===== src/rtl/am_align_ctrl_if.sv =====
// Status/control bundle between the AM lock top level (master) and am_align_ctrl (slave).
// Members keep the controller's i_/o_ names, so both sides read the same as the port list.
interface am_align_ctrl_if #(
    parameter int N_LANES         = 20,
    parameter int NB_TIMEOUT      = 16,
    parameter int NB_LOSS_COUNTER = 8
);
    localparam int NB_LANE_ID = $clog2(N_LANES);
    localparam int NB_ID_BUS  = N_LANES * NB_LANE_ID;

    logic                       i_enable;
    logic                       i_valid;
    logic [N_LANES-1:0]         i_block_lock;
    logic [N_LANES-1:0]         i_am_lock;
    logic [NB_ID_BUS-1:0]       i_lane_id;
    logic [NB_TIMEOUT-1:0]      i_rf_timeout;
    logic                       o_aligner_enable;
    logic                       o_restart;
    logic                       o_deskew_enable;
    logic                       o_align_status;
    logic                       o_id_error;
    logic [NB_LOSS_COUNTER-1:0] o_loss_counter;
    logic [2:0]                 o_state;

    modport master (
        output i_enable, i_valid, i_block_lock, i_am_lock, i_lane_id, i_rf_timeout,
        input  o_aligner_enable, o_restart, o_deskew_enable, o_align_status,
               o_id_error, o_loss_counter, o_state
    );

    modport slave (
        input  i_enable, i_valid, i_block_lock, i_am_lock, i_lane_id, i_rf_timeout,
        output o_aligner_enable, o_restart, o_deskew_enable, o_align_status,
               o_id_error, o_loss_counter, o_state
    );
endinterface


===== src/rtl/am_align_ctrl.sv =====
// Supervisory FSM for the 20-lane AM lock stage: block lock -> AM lock -> lane-ID check -> aligned.
// Define ALIGN_CTRL_HYST_EN to require 3 consecutive valid loss cycles before leaving ALIGNED.
module am_align_ctrl #(
    parameter int N_LANES         = 20,
    parameter int NB_LANE_ID      = $clog2(N_LANES),
    parameter int NB_ID_BUS       = N_LANES * NB_LANE_ID,
    parameter int NB_TIMEOUT      = 16,
    parameter int NB_LOSS_COUNTER = 8
) (
    input  logic           i_clock,
    input  logic           i_reset,
    am_align_ctrl_if.slave bus
);
    localparam logic [2:0] ST_IDLE       = 3'd0;
    localparam logic [2:0] ST_WAIT_BLOCK = 3'd1;
    localparam logic [2:0] ST_WAIT_AM    = 3'd2;
    localparam logic [2:0] ST_CHECK_ID   = 3'd3;
    localparam logic [2:0] ST_ALIGNED    = 3'd4;
    localparam logic [2:0] ST_RESTART    = 3'd5;

    logic [2:0]                 state_q, state_d;
    logic [NB_TIMEOUT-1:0]      timeout_cnt_q, timeout_cnt_d;
    logic [NB_LOSS_COUNTER-1:0] loss_cnt_q, loss_cnt_d;
    logic                       id_error_q, id_error_d;
    logic                       aligner_enable_q, aligner_enable_d;
    logic                       restart_q, restart_d;
    logic                       deskew_enable_q, deskew_enable_d;
    logic                       align_status_q, align_status_d;
`ifdef ALIGN_CTRL_HYST_EN
    logic [1:0]                 hyst_cnt_q, hyst_cnt_d;
`endif

    logic [NB_LANE_ID-1:0] lane_id [N_LANES];
    logic [N_LANES-1:0]    id_map;
    logic                  id_range_ok;
    logic                  ids_ok;
    logic                  all_block_lock;
    logic                  all_am_lock;
    logic                  lane_loss;
    logic [NB_TIMEOUT:0]   timeout_next;
    logic                  timeout_hit;

    // Lane 0 occupies the most significant slice of the packed ID bus.
    always_comb begin
        for (int lane = 0; lane < N_LANES; lane++) begin
            lane_id[lane] = bus.i_lane_id[NB_ID_BUS-1-lane*NB_LANE_ID -: NB_LANE_ID];
        end
    end

    // NOTE: every variable gets a default at the top of an always_comb so no path infers a latch.
    always_comb begin
        id_map      = '0;
        id_range_ok = 1'b1;
        for (int lane = 0; lane < N_LANES; lane++) begin
            if (int'(lane_id[lane]) < N_LANES) begin
                id_map[lane_id[lane]] = 1'b1;
            end else begin
                id_range_ok = 1'b0;
            end
        end
    end

    assign ids_ok         = id_range_ok && (&id_map);
    assign all_block_lock = &bus.i_block_lock;
    assign all_am_lock    = &bus.i_am_lock;
    assign lane_loss      = !all_block_lock || !all_am_lock;
    assign timeout_next   = {1'b0, timeout_cnt_q} + {{NB_TIMEOUT{1'b0}}, 1'b1};
    assign timeout_hit    = (bus.i_rf_timeout != '0) && bus.i_valid &&
                            (timeout_next >= {1'b0, bus.i_rf_timeout});

    always_comb begin
        state_d       = state_q;
        timeout_cnt_d = timeout_cnt_q;
        loss_cnt_d    = loss_cnt_q;
        id_error_d    = id_error_q;
`ifdef ALIGN_CTRL_HYST_EN
        hyst_cnt_d    = hyst_cnt_q;
`endif
        if (!bus.i_enable) begin
            state_d = ST_IDLE;
        end else begin
            case (state_q)
                ST_IDLE: state_d = ST_WAIT_BLOCK;
                ST_WAIT_BLOCK: begin
                    if (all_block_lock) begin
                        state_d       = ST_WAIT_AM;
                        timeout_cnt_d = '0;
                    end
                end
                ST_WAIT_AM: begin
                    if (bus.i_valid && (timeout_cnt_q != '1)) begin
                        timeout_cnt_d = timeout_next[NB_TIMEOUT-1:0];
                    end
                    // AM lock wins over a timeout landing in the same cycle.
                    if (!all_block_lock)  state_d = ST_WAIT_BLOCK;
                    else if (all_am_lock) state_d = ST_CHECK_ID;
                    else if (timeout_hit) state_d = ST_RESTART;
                end
                ST_CHECK_ID: begin
                    if (ids_ok) begin
                        state_d    = ST_ALIGNED;
                        id_error_d = 1'b0;
`ifdef ALIGN_CTRL_HYST_EN
                        hyst_cnt_d = '0;
`endif
                    end else begin
                        state_d    = ST_RESTART;
                        id_error_d = 1'b1;
                    end
                end
                ST_ALIGNED: begin
`ifdef ALIGN_CTRL_HYST_EN
                    if (bus.i_valid) begin
                        if (!lane_loss) begin
                            hyst_cnt_d = '0;
                        end else if (hyst_cnt_q == 2'd2) begin
                            hyst_cnt_d = '0;
                            state_d    = ST_RESTART;
                            if (loss_cnt_q != '1) loss_cnt_d = loss_cnt_q + NB_LOSS_COUNTER'(1);
                        end else begin
                            hyst_cnt_d = hyst_cnt_q + 2'd1;
                        end
                    end
`else
                    if (lane_loss) begin
                        state_d = ST_RESTART;
                        if (loss_cnt_q != '1) loss_cnt_d = loss_cnt_q + NB_LOSS_COUNTER'(1);
                    end
`endif
                end
                ST_RESTART: state_d = ST_WAIT_BLOCK;
                default:    state_d = ST_IDLE;
            endcase
        end
    end

    // Outputs are decoded from the next state so they change on the same edge as state_q.
    assign aligner_enable_d = state_d inside {ST_WAIT_AM, ST_CHECK_ID, ST_ALIGNED};
    assign restart_d        = (state_d == ST_RESTART);
    assign deskew_enable_d  = (state_d == ST_ALIGNED);
    assign align_status_d   = (state_d == ST_ALIGNED);

    // NOTE: sequential state uses non-blocking assignments so all flops update from pre-edge values.
    always_ff @(posedge i_clock) begin
        if (i_reset) begin
            state_q          <= ST_IDLE;
            timeout_cnt_q    <= '0;
            loss_cnt_q       <= '0;
            id_error_q       <= 1'b0;
            aligner_enable_q <= 1'b0;
            restart_q        <= 1'b0;
            deskew_enable_q  <= 1'b0;
            align_status_q   <= 1'b0;
`ifdef ALIGN_CTRL_HYST_EN
            hyst_cnt_q       <= '0;
`endif
        end else begin
            state_q          <= state_d;
            timeout_cnt_q    <= timeout_cnt_d;
            loss_cnt_q       <= loss_cnt_d;
            id_error_q       <= id_error_d;
            aligner_enable_q <= aligner_enable_d;
            restart_q        <= restart_d;
            deskew_enable_q  <= deskew_enable_d;
            align_status_q   <= align_status_d;
`ifdef ALIGN_CTRL_HYST_EN
            hyst_cnt_q       <= hyst_cnt_d;
`endif
        end
    end

    assign bus.o_aligner_enable = aligner_enable_q;
    assign bus.o_restart        = restart_q;
    assign bus.o_deskew_enable  = deskew_enable_q;
    assign bus.o_align_status   = align_status_q;
    assign bus.o_id_error       = id_error_q;
    assign bus.o_loss_counter   = loss_cnt_q;
    assign bus.o_state          = state_q;
endmodule


===== src/flat_wrapper.sv =====
// flat-port wrapper written by rule: the top's interface ports become plain ports
module am_align_ctrl_flat 
#(
    parameter int N_LANES         = 20,
    parameter int NB_LANE_ID      = $clog2(N_LANES),
    parameter int NB_ID_BUS       = N_LANES * NB_LANE_ID,
    parameter int NB_TIMEOUT      = 16,
    parameter int NB_LOSS_COUNTER = 8
)
  (i_clock, i_reset, bus_i_enable, bus_i_valid, bus_i_block_lock, bus_i_am_lock, bus_i_lane_id, bus_i_rf_timeout, bus_o_aligner_enable, bus_o_restart, bus_o_deskew_enable, bus_o_align_status, bus_o_id_error, bus_o_loss_counter, bus_o_state);
  am_align_ctrl_if #(.N_LANES(N_LANES), .NB_TIMEOUT(NB_TIMEOUT), .NB_LOSS_COUNTER(NB_LOSS_COUNTER)) bus_i ();
  input  logic i_clock;
  input  logic i_reset;
  input wire logic [$bits(bus_i.i_enable)-1:0] bus_i_enable;
  input wire logic [$bits(bus_i.i_valid)-1:0] bus_i_valid;
  input wire logic [$bits(bus_i.i_block_lock)-1:0] bus_i_block_lock;
  input wire logic [$bits(bus_i.i_am_lock)-1:0] bus_i_am_lock;
  input wire logic [$bits(bus_i.i_lane_id)-1:0] bus_i_lane_id;
  input wire logic [$bits(bus_i.i_rf_timeout)-1:0] bus_i_rf_timeout;
  output wire logic [$bits(bus_i.o_aligner_enable)-1:0] bus_o_aligner_enable;
  output wire logic [$bits(bus_i.o_restart)-1:0] bus_o_restart;
  output wire logic [$bits(bus_i.o_deskew_enable)-1:0] bus_o_deskew_enable;
  output wire logic [$bits(bus_i.o_align_status)-1:0] bus_o_align_status;
  output wire logic [$bits(bus_i.o_id_error)-1:0] bus_o_id_error;
  output wire logic [$bits(bus_i.o_loss_counter)-1:0] bus_o_loss_counter;
  output wire logic [$bits(bus_i.o_state)-1:0] bus_o_state;
  assign bus_i.i_enable = bus_i_enable;
  assign bus_i.i_valid = bus_i_valid;
  assign bus_i.i_block_lock = bus_i_block_lock;
  assign bus_i.i_am_lock = bus_i_am_lock;
  assign bus_i.i_lane_id = bus_i_lane_id;
  assign bus_i.i_rf_timeout = bus_i_rf_timeout;
  assign bus_o_aligner_enable = bus_i.o_aligner_enable;
  assign bus_o_restart = bus_i.o_restart;
  assign bus_o_deskew_enable = bus_i.o_deskew_enable;
  assign bus_o_align_status = bus_i.o_align_status;
  assign bus_o_id_error = bus_i.o_id_error;
  assign bus_o_loss_counter = bus_i.o_loss_counter;
  assign bus_o_state = bus_i.o_state;
  am_align_ctrl #(.N_LANES(N_LANES), .NB_LANE_ID(NB_LANE_ID), .NB_ID_BUS(NB_ID_BUS), .NB_TIMEOUT(NB_TIMEOUT), .NB_LOSS_COUNTER(NB_LOSS_COUNTER)) u_core (.i_clock(i_clock), .i_reset(i_reset), .bus(bus_i));
endmodule

===== config.mk =====
export PLATFORM = sky130hd
export DESIGN_NAME = am_align_ctrl_flat
export DESIGN_NICKNAME = d
export VERILOG_FILES = /design/src/rtl/am_align_ctrl_if.sv /design/src/rtl/am_align_ctrl.sv /design/src/flat_wrapper.sv
export SDC_FILE = /design/constraint.sdc
export NUM_CORES = 1
export LEC_CHECK = 0
export BUFFER_PORTS_ARGS = -buffer_cell sky130_fd_sc_hd__buf_2
export CORE_MARGIN = 4
export CORE_UTILIZATION = 25
export DETAILED_ROUTE_END_ITERATION = 7
export HOLD_SLACK_MARGIN = 0.05
export PLACE_DENSITY = 0.43
export SLEW_MARGIN = 20
export SYNTH_ARGS = -nofsm -noshare
export SYNTH_HDL_FRONTEND = slang
export SYNTH_SLANG_ARGS = --single-unit

===== constraint.sdc =====
create_clock -name i_clock -period 3 [get_ports i_clock]
set_input_delay 0.45 -clock i_clock [delete_from_list [all_inputs] [get_ports i_clock]]
set_output_delay 0.45 -clock i_clock [all_outputs]
set_load 0.05 [all_outputs]

==> results.cfg, run 1 <==
[grt]
track_usage_pct = 29.2
grt_pass1_vias = 8736
grt_pass1_wl_um = 57700
antenna_found_initial = 1
grt_overflow_total = 0
grt_max_degree = 29

[worst_setup_path]
path_class = flop to flop
critPathLaunchType = flop
path_cells = ha_4, buf_4, nand3_2, xnor2_2, ha_4, a21oi_2, o221ai_1, a21oi_2, nor4_1, nand4b_1, a311o_1, a2111oi_4, a31o_1
critPathMaxFanout = 5
r2r-end = u_core.bus.o_aligner_enable$_SDFF_PP0_
slowest_stage = dfxtp_4
cp_top_family = compound AO/OA/AOI/OAI gates
max_stage_delay_ns = 0.39
r2r_start = u_core.timeout_cnt_q[0]$_SDFFE_PP0P_
end_kind = flop
rr_worst_depth = 13
arrival_ns = 3.09
cp.required_ns = 3.22
path_buf_inv = 1
regToRegSetupSlack_ns = 0.13

[detailed_routing]
wire_per_inst_um = 27.7
first_pass_iters = 5
totalWireLength_um = 41000
drt_iter0_markers = 1099
ant_nets = 0
wl_met1_um = 15400
via_count = 9236
top_layer = met5
wl_met2_um = 17600
viasPerCell = 6.23
met3WireLength_um = 4320
route.detailed.drc = 0

[clocking]
htreeDepth = 2
numCtsBuffers = 5
hold_buffers = 0
clkSinkCount = 31
clk_latency_ns = 0.29
root_buffer = clkbuf_16
cts_tree = done
clk_pin_slew_ns = 0.05
cts_max_path_buffers = 2

[placement]
hpwl_um = 33800
place_congestion = 1.09
io_buffers = 175
dp.cells = 1470
dp_slack_ns = -0.0992

[sta]
setup_tns_ns = 0
hold_viol_final = 0
fin_crit_ns = 2.87
setup_viol = 0
clock_skew_ns = 0.0121
worst-slew-pin-transition_ns = 0.975
fin_crit_sh_pct = 95.6
setup_ws_ns = 0.131
relSlewSlack_pct = 34.4
clock.fmax_mhz = 349
slew_viol_final = 0
rsz0062_at_grt = yes

[run_status]
status = finished clean

[final_layout]
finalNetCount = 1342
layout_common_cells = buf_2, buf_4, o22ai_1
drive_gt1_share_pct = 33.1
final_common_cell = buf_2
diodes = 0
final-instance-count-excl-fill = 1483
fillers = 2667
finish.utilization_pct = 35.2
area_growth_pct = 37.1

[floorplanning]
dieArea_um2 = 26900
die_y_um = 164
std_cell_rows = 56
ios = 176
start_util_pct = 25.6
die_x_um = 164
core-area_um2 = 23700

[synthesis]
ys_seq_area_share_pct = 10.2
ys_ff_latch = 31
syn_inst = 912
synth_edf_count = 0
synth.avg_cell_area_um2 = 6.66
synthArstFlopShare_pct = 0
netlist_area_um2 = 6070
ys.flop_type = dfxtp_1
syn_nets = 1090
synth_warnings = 0
synth_cell_types = 61

[power_and_ir_drop]
p_int_mw = 1.07
leakage_nw = 3.22
powerDensity_nw_per_um2 = 221
sw_frac_of_total_pct = 41.9
pwr-share-seq_pct = 22.4
ir_drop_v = 0.000277
p_sw_mw = 0.769
pwr-share-clk_pct = 27.9
combinationalPowerShare_pct = 49.7

[worst_hold_path]
worstHoldPathCells = 2
hold_end = u_core.bus.o_id_error$_SDFFE_PP0P_
min-delay-start = u_core.bus.o_id_error$_SDFFE_PP0P_
hold_path.class = flop to flop

[run]
drv_cap = 0
==> sequential cells by signal, indices dropped and copies added, names as in the netlist <==
name	flops
u_core.bus.o_state	3
u_core.bus.o_aligner_enable	1
u_core.bus.o_restart	1
u_core.bus.o_deskew_enable	1
u_core.timeout_cnt_q	16
u_core.bus.o_loss_counter	8
u_core.bus.o_id_error	1
==> per-stage QoR <==
stage / area, µm² / power [mW] / hold slack, ns
after floorplan: 6080 / 0.816 / 0.465
after global routing: 8330 / 1.90 / 0.498
final: 8330 / 1.84 / 0.475
after CTS: 8130 / 1.80 / 0.478
after detailed placement: 7960 / 1.28 / 0.470
after global placement: 7960 / 1.30 / 0.458
==> routing by layer <==
layer,vias to the layer above,global-route usage (%)
li1,4090,-
met1,4252,35.6
met2,686,45.9
met3,206,5.42
met4,2,20.9
met5,-,0
==> how the worst max path moves through the flow <==
stage / from / end / slack, ns / cells after the start
2_1_floorplan: u_core.timeout_cnt_q[2]$_SDFFE_PP0P_ / u_core.bus.o_aligner_enable$_SDFF_PP0_ / 0.03 / 14
3_3_place_gp: u_core.timeout_cnt_q[0]$_SDFFE_PP0P_ / u_core.bus.o_aligner_enable$_SDFF_PP0_ / -0.07 / 14
3_5_place_dp: u_core.timeout_cnt_q[0]$_SDFFE_PP0P_ / u_core.bus.o_aligner_enable$_SDFF_PP0_ / -0.1 / 14
4_1_cts: u_core.timeout_cnt_q[0]$_SDFFE_PP0P_ / u_core.bus.o_aligner_enable$_SDFF_PP0_ / 0.02 / 14
5_1_grt: u_core.timeout_cnt_q[0]$_SDFFE_PP0P_ / u_core.bus.o_aligner_enable$_SDFF_PP0_ / -0.04 / 15
6_report: u_core.timeout_cnt_q[0]$_SDFFE_PP0P_ / u_core.bus.o_aligner_enable$_SDFF_PP0_ / 0.13 / 13
==> what timing repair did <==
action,4_1_cts,5_1_grt
resized for setup,4,37
gates cloned,0,0
pin swaps,0,22
setup buffers,0,6
setup endpoints to repair,2,5
==> worst min-delay path, stage by stage, from the launching register on <==
cell	delay, ns
dfxtp_1	0.31
nand2b_1	0.06
a21oi_1	0.06
==> cells by family (layout without fill, tap and decap cells) <==
| logic type | after synthesis | count (layout) | synth area share (%) |
|---|---|---|---|
| AO/OA/AOI/OAI | 242 | 242 | 26.6 |
| XOR/XNOR | 21 | 21 | 3.03 |
| adder cells (fa/ha/maj) | 18 | 18 | 3.71 |
| buffers and inverters | 81 | 333 | 6.24 |
| flip-flops | 31 | 31 | 10.2 |
| multiplexers | 1 | 1 | 0.165 |
| AND/OR/NAND/NOR | 518 | 518 | 50.0 |
==> Yosys cell counts (4+ instances only) <==
library cell | count | area, µm²
a21oi_1 | 21 | 105
a22oi_1 | 9 | 67.6
and3_1 | 7 | 43.8
buf_2 | 9 | 45.0
buf_4 | 10 | 75.1
clkbuf_1 | 25 | 93.8
dfxtp_1 | 31 | 621
ha_1 | 18 | 225
inv_1 | 30 | 113
nand2_1 | 44 | 165
nand2b_1 | 58 | 363
nand3_1 | 22 | 110
nand3b_1 | 39 | 293
nand4_1 | 36 | 225
nor2_1 | 82 | 308
nor2b_1 | 6 | 37.5
nor3_1 | 66 | 330
nor3b_1 | 4 | 30.0
nor4_1 | 38 | 238
o21ai_0 | 33 | 165
o22ai_1 | 119 | 744
o32ai_1 | 33 | 289
or2_1 | 4 | 25.0
or2_2 | 9 | 56.3
or3_1 | 35 | 219
or3b_1 | 12 | 105
or3b_2 | 37 | 324
or4_1 | 6 | 45.0
xnor2_1 | 12 | 105
xor2_1 | 9 | 78.8
==> layout make-up <==
class / instances / area (µm²) / share of cell area (%)
Multi-Input combinational cell: 800 / 5250 / 63.0
Timing Repair Buffer: 296 / 1790 / 21.5
Sequential cell: 31 / 634 / 7.62
Tap cell: 319 / 399 / 4.79
Clock buffer: 6 / 139 / 1.67
Inverter: 30 / 113 / 1.35
Clock inverter: 1 / 5.00 / 0.0601
==> power by group through the flow <==
stage	sequential, mW	combinational [mW]	clock (mW)
final	0.412	0.913	0.512
after global routing	0.412	0.948	0.541
after CTS	0.415	0.866	0.522
after detailed placement	0.423	0.861	0
after global placement	0.423	0.878	0
after floorplan	0.424	0.392	0
Power figures use the tool's default switching activity.
==> run 2: changes to the inputs <==
- SETUP_SLACK_MARGIN: default -> 0.3
==> results.cfg, run 2 (synthesized netlist as in run 1, its figures left out) <==
[run_status]
status = finished clean

[floorplanning]
dieArea_um2 = 26900
core-area_um2 = 23700
start_util_pct = 25.6
ios = 176
die_x_um = 164
std_cell_rows = 56
die_y_um = 164

[final_layout]
drive_gt1_share_pct = 36.4
diodes = 0
max_flop_register = u_core.timeout_cnt_q
final_common_cell = buf_2
multi_input_area_um2 = 5340
area_growth_pct = 43.7
fillers = 2671
finalNetCount = 1378
regArea_um2 = 648
final-instance-count-excl-fill = 1520
layout_common_cells = buf_2, buf_4, o22ai_1
largest_register_ffs = 16

[power_and_ir_drop]
pwr-share-clk_pct = 27.7
p_int_mw = 1.13
p_sw_mw = 0.784
power.total_mw = 1.91
sw_frac_of_total_pct = 41.0
pwr-share-seq_pct = 21.4
combinationalPowerShare_pct = 50.9
powerDensity_nw_per_um2 = 219
leakage_nw = 3.44
ir_drop_v = 0.000175

[clocking]
cts_tree = done
cts_max_path_buffers = 2
htreeDepth = 2
hold_buffers = 0
clk_pin_slew_ns = 0.05
clk_latency_ns = 0.28
clkSinkCount = 31
numCtsBuffers = 5
root_buffer = clkbuf_16

[worst_setup_path]
arrival_ns = 3.06
cp.required_ns = 3.22
critPathMaxFanout = 4
rr_worst_depth = 14
path_class = flop to flop
r2r-end = u_core.bus.o_aligner_enable$_SDFF_PP0_
end_kind = flop
critPathLaunchType = flop
r2r_start = u_core.timeout_cnt_q[0]$_SDFFE_PP0P_
regToRegSetupSlack_ns = 0.17

[sta]
hold_viol_final = 0
clock_skew_ns = 0.00698
worst-slew-pin-transition_ns = 0.685
clock.fmax_mhz = 353
relSlewSlack_pct = 53.9
setup_viol = 0
setup_tns_ns = 0
rsz0062_at_grt = yes
setup_ws_ns = 0.166
fin_crit_sh_pct = 94.5
slew_viol_final = 0
fin_crit_ns = 2.83

[worst_hold_path]
hold_end = u_core.bus.o_state[0]$_SDFF_PP0_
hold_path.class = primary input to flop
min-delay-start = bus_i_enable
worstHoldPathCells = 3

[grt]
track_usage_pct = 31.0
grt_max_degree = 29
grt_pass1_vias = 9172
grt_pass1_wl_um = 60600
grt_overflow_total = 0
antenna_found_initial = 0

[detailed_routing]
viasPerCell = 6.20
totalWireLength_um = 43400
first_pass_iters = 6
wire_per_inst_um = 28.6
route.detailed.drc = 0
drt_iter0_markers = 1148
ant_nets = 0
via_count = 9428

[placement]
place_congestion = 1.07
io_buffers = 175
dp_slack_ns = -0.157
hpwl_um = 36800
dp.cells = 1498

[run]
drv_cap = 0
[run 2: cell count changes in the layout (fill, tap and decap cells not counted), moves of 3 or more]
cell and change:
buf_4 +34, dfxtp_1 -3, dfxtp_4 +4, o32ai_1 -3, o32ai_2 +3, or3b_2 -3
or3b_4 +3
[run 2: stage by stage]
stage          util (%)  cell area [µm²]  hold slack, ns
2_1_floorplan         -             6180           0.465
3_3_place_gp       34.9             8270           0.474
3_5_place_dp       34.9             8270           0.483
4_1_cts            36.4             8610           0.489
5_1_grt            36.9             8730           0.480
6_report           36.9             8730           0.473
[run 2: power by group through the flow]
| stage | Clock, mW | Combinational [mW] | Sequential, mW |
|---|---|---|---|
| after CTS | 0.549 | 0.924 | 0.408 |
| after global routing | 0.564 | 1.01 | 0.408 |
| after global placement | 0 | 0.939 | 0.421 |
| after floorplan | 0 | 0.392 | 0.422 |
| after detailed placement | 0 | 0.917 | 0.421 |
| final | 0.530 | 0.972 | 0.409 |
[run 2: cell type report]
type	instances	area share, %
clock buffer	8	1.79
inverter	30	1.29
multi-input combinational	800	61.2
timing repair buffer	332	23.7
tap	319	4.57
sequential	31	7.43
[run 2: repair_timing]
| action | in CTS | in global routing |
|---|---|---|
| endpoints found under the hold margin | 0 | 0 |
| buffers inserted | 10 | 3 |
| cloned | 0 | 0 |
| pin swaps | 16 | 14 |
| gates resized for setup | 23 | 19 |
| endpoints found under the setup margin | 7 | 7 |
[run 2: worst max-delay path by stage]
stage | startpoint | to | slack, ns | cells after the start
finish | u_core.timeout_cnt_q[0]$_SDFFE_PP0P_ | u_core.bus.o_aligner_enable$_SDFF_PP0_ | 0.17 | 14
global route | u_core.timeout_cnt_q[0]$_SDFFE_PP0P_ | u_core.bus.o_aligner_enable$_SDFF_PP0_ | 0.001 | 14
CTS | u_core.timeout_cnt_q[0]$_SDFFE_PP0P_ | u_core.bus.o_restart$_SDFF_PP0_ | 0.20 | 14
detailed placement | bus_i_lane_id[33] | u_core.bus.o_restart$_SDFF_PP0_ | -0.16 | 10
global placement | bus_i_lane_id[33] | u_core.bus.o_restart$_SDFF_PP0_ | -0.19 | 10
floorplan | u_core.timeout_cnt_q[0]$_SDFFE_PP0P_ | u_core.bus.o_aligner_enable$_SDFF_PP0_ | 0.27 | 14
[run 2: per-layer routing]
metal  global-route usage (%)  part of all wire (%)  vias up
met5                        0                     0        -
met4                     24.6                    10        0
met3                     4.74                   8.3      217
met2                     50.5                    44      655
met1                     36.2                    37     4394
li1                         -                     -     4162
[run 2: critical path, stage by stage, from the launching register on]
cell	delay [ns]
dfxtp_4	0.38
nand3_4	0.08
nor2_4	0.12
and3_4	0.19
and2_4	0.15
nand4_1	0.15
xnor2_2	0.18
ha_1	0.30
a21oi_2	0.12
o21ai_1	0.08
nand3_1	0.07
nand4b_1	0.13
a311o_1	0.37
a2111oi_4	0.31
a31o_1	0.14
==> run 3: changes to the inputs <==
- CORE_ASPECT_RATIO: default -> 0.75
- HOLD_SLACK_MARGIN: 0.05 -> 0.15
==> results.cfg, run 3 (synthesized netlist as in run 1, its figures left out) <==
[final_layout]
finalNetCount = 1451
largest_register_ffs = 16
final_common_cell = buf_4
max_flop_register = u_core.timeout_cnt_q
fin_area_um2 = 9310
drive_gt1_share_pct = 41.2
layout_common_cells = buf_4, buf_2, o22ai_1
diodes = 0
area_growth_pct = 53.2

[sta]
setup_viol = 4
rsz0062_at_grt = yes
clock_skew_ns = 0.0101
slew_viol_final = 0
hold_viol_final = 0
worst-slew-pin-transition_ns = 0.904
relSlewSlack_pct = 39.2
setup_tns_ns = -0.262
hold_slack_ns = 0.479
setup_ws_ns = -0.129
fin_crit_ns = 3.13
clock.fmax_mhz = 320
fin_crit_sh_pct = 104

[detailed_routing]
via_count = 9829
ant_nets = 0
route.detailed.drc = 0
wire_per_inst_um = 30.9
viasPerCell = 6.22
drt_iter0_markers = 1323
first_pass_iters = 6
totalWireLength_um = 48800

[placement]
hpwl_um = 42200
io_buffers = 175
placed_cell_area_um2 = 8800
place_congestion = 1.09

[clocking]
cts_max_path_buffers = 2
htreeDepth = 2
clkSinkCount = 31
numCtsBuffers = 5
clk_pin_slew_ns = 0.05
clk_latency_ns = 0.29
cts_tree = done
root_buffer = clkbuf_16

[power_and_ir_drop]
ir_drop_v = 0.000180
pwr-share-seq_pct = 20.1
sw_frac_of_total_pct = 43.2
powerDensity_nw_per_um2 = 219
p_int_mw = 1.16
p_sw_mw = 0.882
leakage_nw = 3.78
power.total_mw = 2.04
combinationalPowerShare_pct = 54.0
pwr-share-clk_pct = 25.8

[worst_setup_path]
critPathLaunchType = flop
arrival_ns = 3.36
regToRegSetupSlack_ns = -0.13
rr_worst_depth = 15
cp.required_ns = 3.23
path_class = flop to flop
critPathMaxFanout = 3
end_kind = flop

[run_status]
status = complete, but fails checks
violations = setup timing

[floorplanning]
std_cell_rows = 49
die_y_um = 143
dieArea_um2 = 26900
die_x_um = 188
core-area_um2 = 23900
ios = 176
start_util_pct = 25.4

[grt]
antenna_found_initial = 2
grt_overflow_total = 0
grt_pass1_wl_um = 66900
grt_max_degree = 17
track_usage_pct = 34.5
grt_pass1_vias = 9017

[run]
drv_cap = 0

[worst_hold_path]
worstHoldPathCells = 3
hold_path.class = primary input to flop
## run 3: changes by cell type in the layout (fill, tap and decap cells not counted), sizes merged
cell | previous run | this run
buf | 331 | 405
clkbuf | 9 | 7
clkinv | 0 | 1
## run 3: power groups by stage
stage               logic (mW)  clock network, mW  registers [mW]
finish                    1.10              0.527           0.411
global route              1.13              0.566           0.410
CTS                       1.02              0.540           0.410
detailed placement        1.02                  0           0.419
global placement          1.04                  0           0.419
floorplan                0.392                  0           0.422
## run 3: final timing paths
path / startpoint / endpoint
max reg2reg: u_core.timeout_cnt_q[0]$_SDFFE_PP0P_ / u_core.bus.o_aligner_enable$_SDFF_PP0_
min: bus_i_enable / u_core.bus.o_state[0]$_SDFF_PP0_
max: u_core.timeout_cnt_q[0]$_SDFFE_PP0P_ / u_core.bus.o_aligner_enable$_SDFF_PP0_
min reg2reg: u_core.bus.o_id_error$_SDFFE_PP0P_ / u_core.bus.o_id_error$_SDFFE_PP0P_
## run 3: final cells by class
cell class | count | area, µm²
fillers | 2662 | 14600
multi-input cells | 800 | 5420
repair buffers | 405 | 2610
flip-flops and latches | 31 | 637
well taps | 306 | 383
clock buffers | 7 | 143
inverters | 30 | 113
clock inverters | 1 | 3.75
## run 3: routing by layer
metal	up-vias	GRT usage (%)	wire [µm]	share of wire [%]
li1	4317	-	-	-
met2	664	42.6	17300	35
met5	-	0	13	0.027
met1	4751	52.9	23000	47
met4	2	9.42	1740	3.6
met3	95	14.5	6800	14
## run 3: repair_timing
action                                  CTS  global route
gates resized for setup                  13            40
pin swaps                                20            23
setup buffers                             6             7
hold buffers                              0             0
endpoints found under the setup margin    7             7
cloned                                    0             0
## run 3: worst max-delay path, cell delays in order, from the launching register on
cell	delay, ns
dfxtp_4	0.37
buf_6	0.10
nand3_4	0.08
nor2_4	0.10
and3_4	0.18
and2_4	0.15
nand4_1	0.18
xnor2_2	0.21
ha_1	0.34
a21oi_2	0.13
o21ai_1	0.08
nand3_1	0.07
nand4b_1	0.19
a311o_1	0.36
a2111oi_4	0.39
a31o_1	0.15
## run 3: stage by stage
stage                     setup WS, ns  std cells  util, %
after floorplan                  0.265        912        -
after global placement          -0.213       1559     36.8
after detailed placement        -0.134       1559     36.8
after CTS                      -0.0262       1573     37.9
after global routing            -0.228       1580     38.9
final                           -0.129       1580     38.9
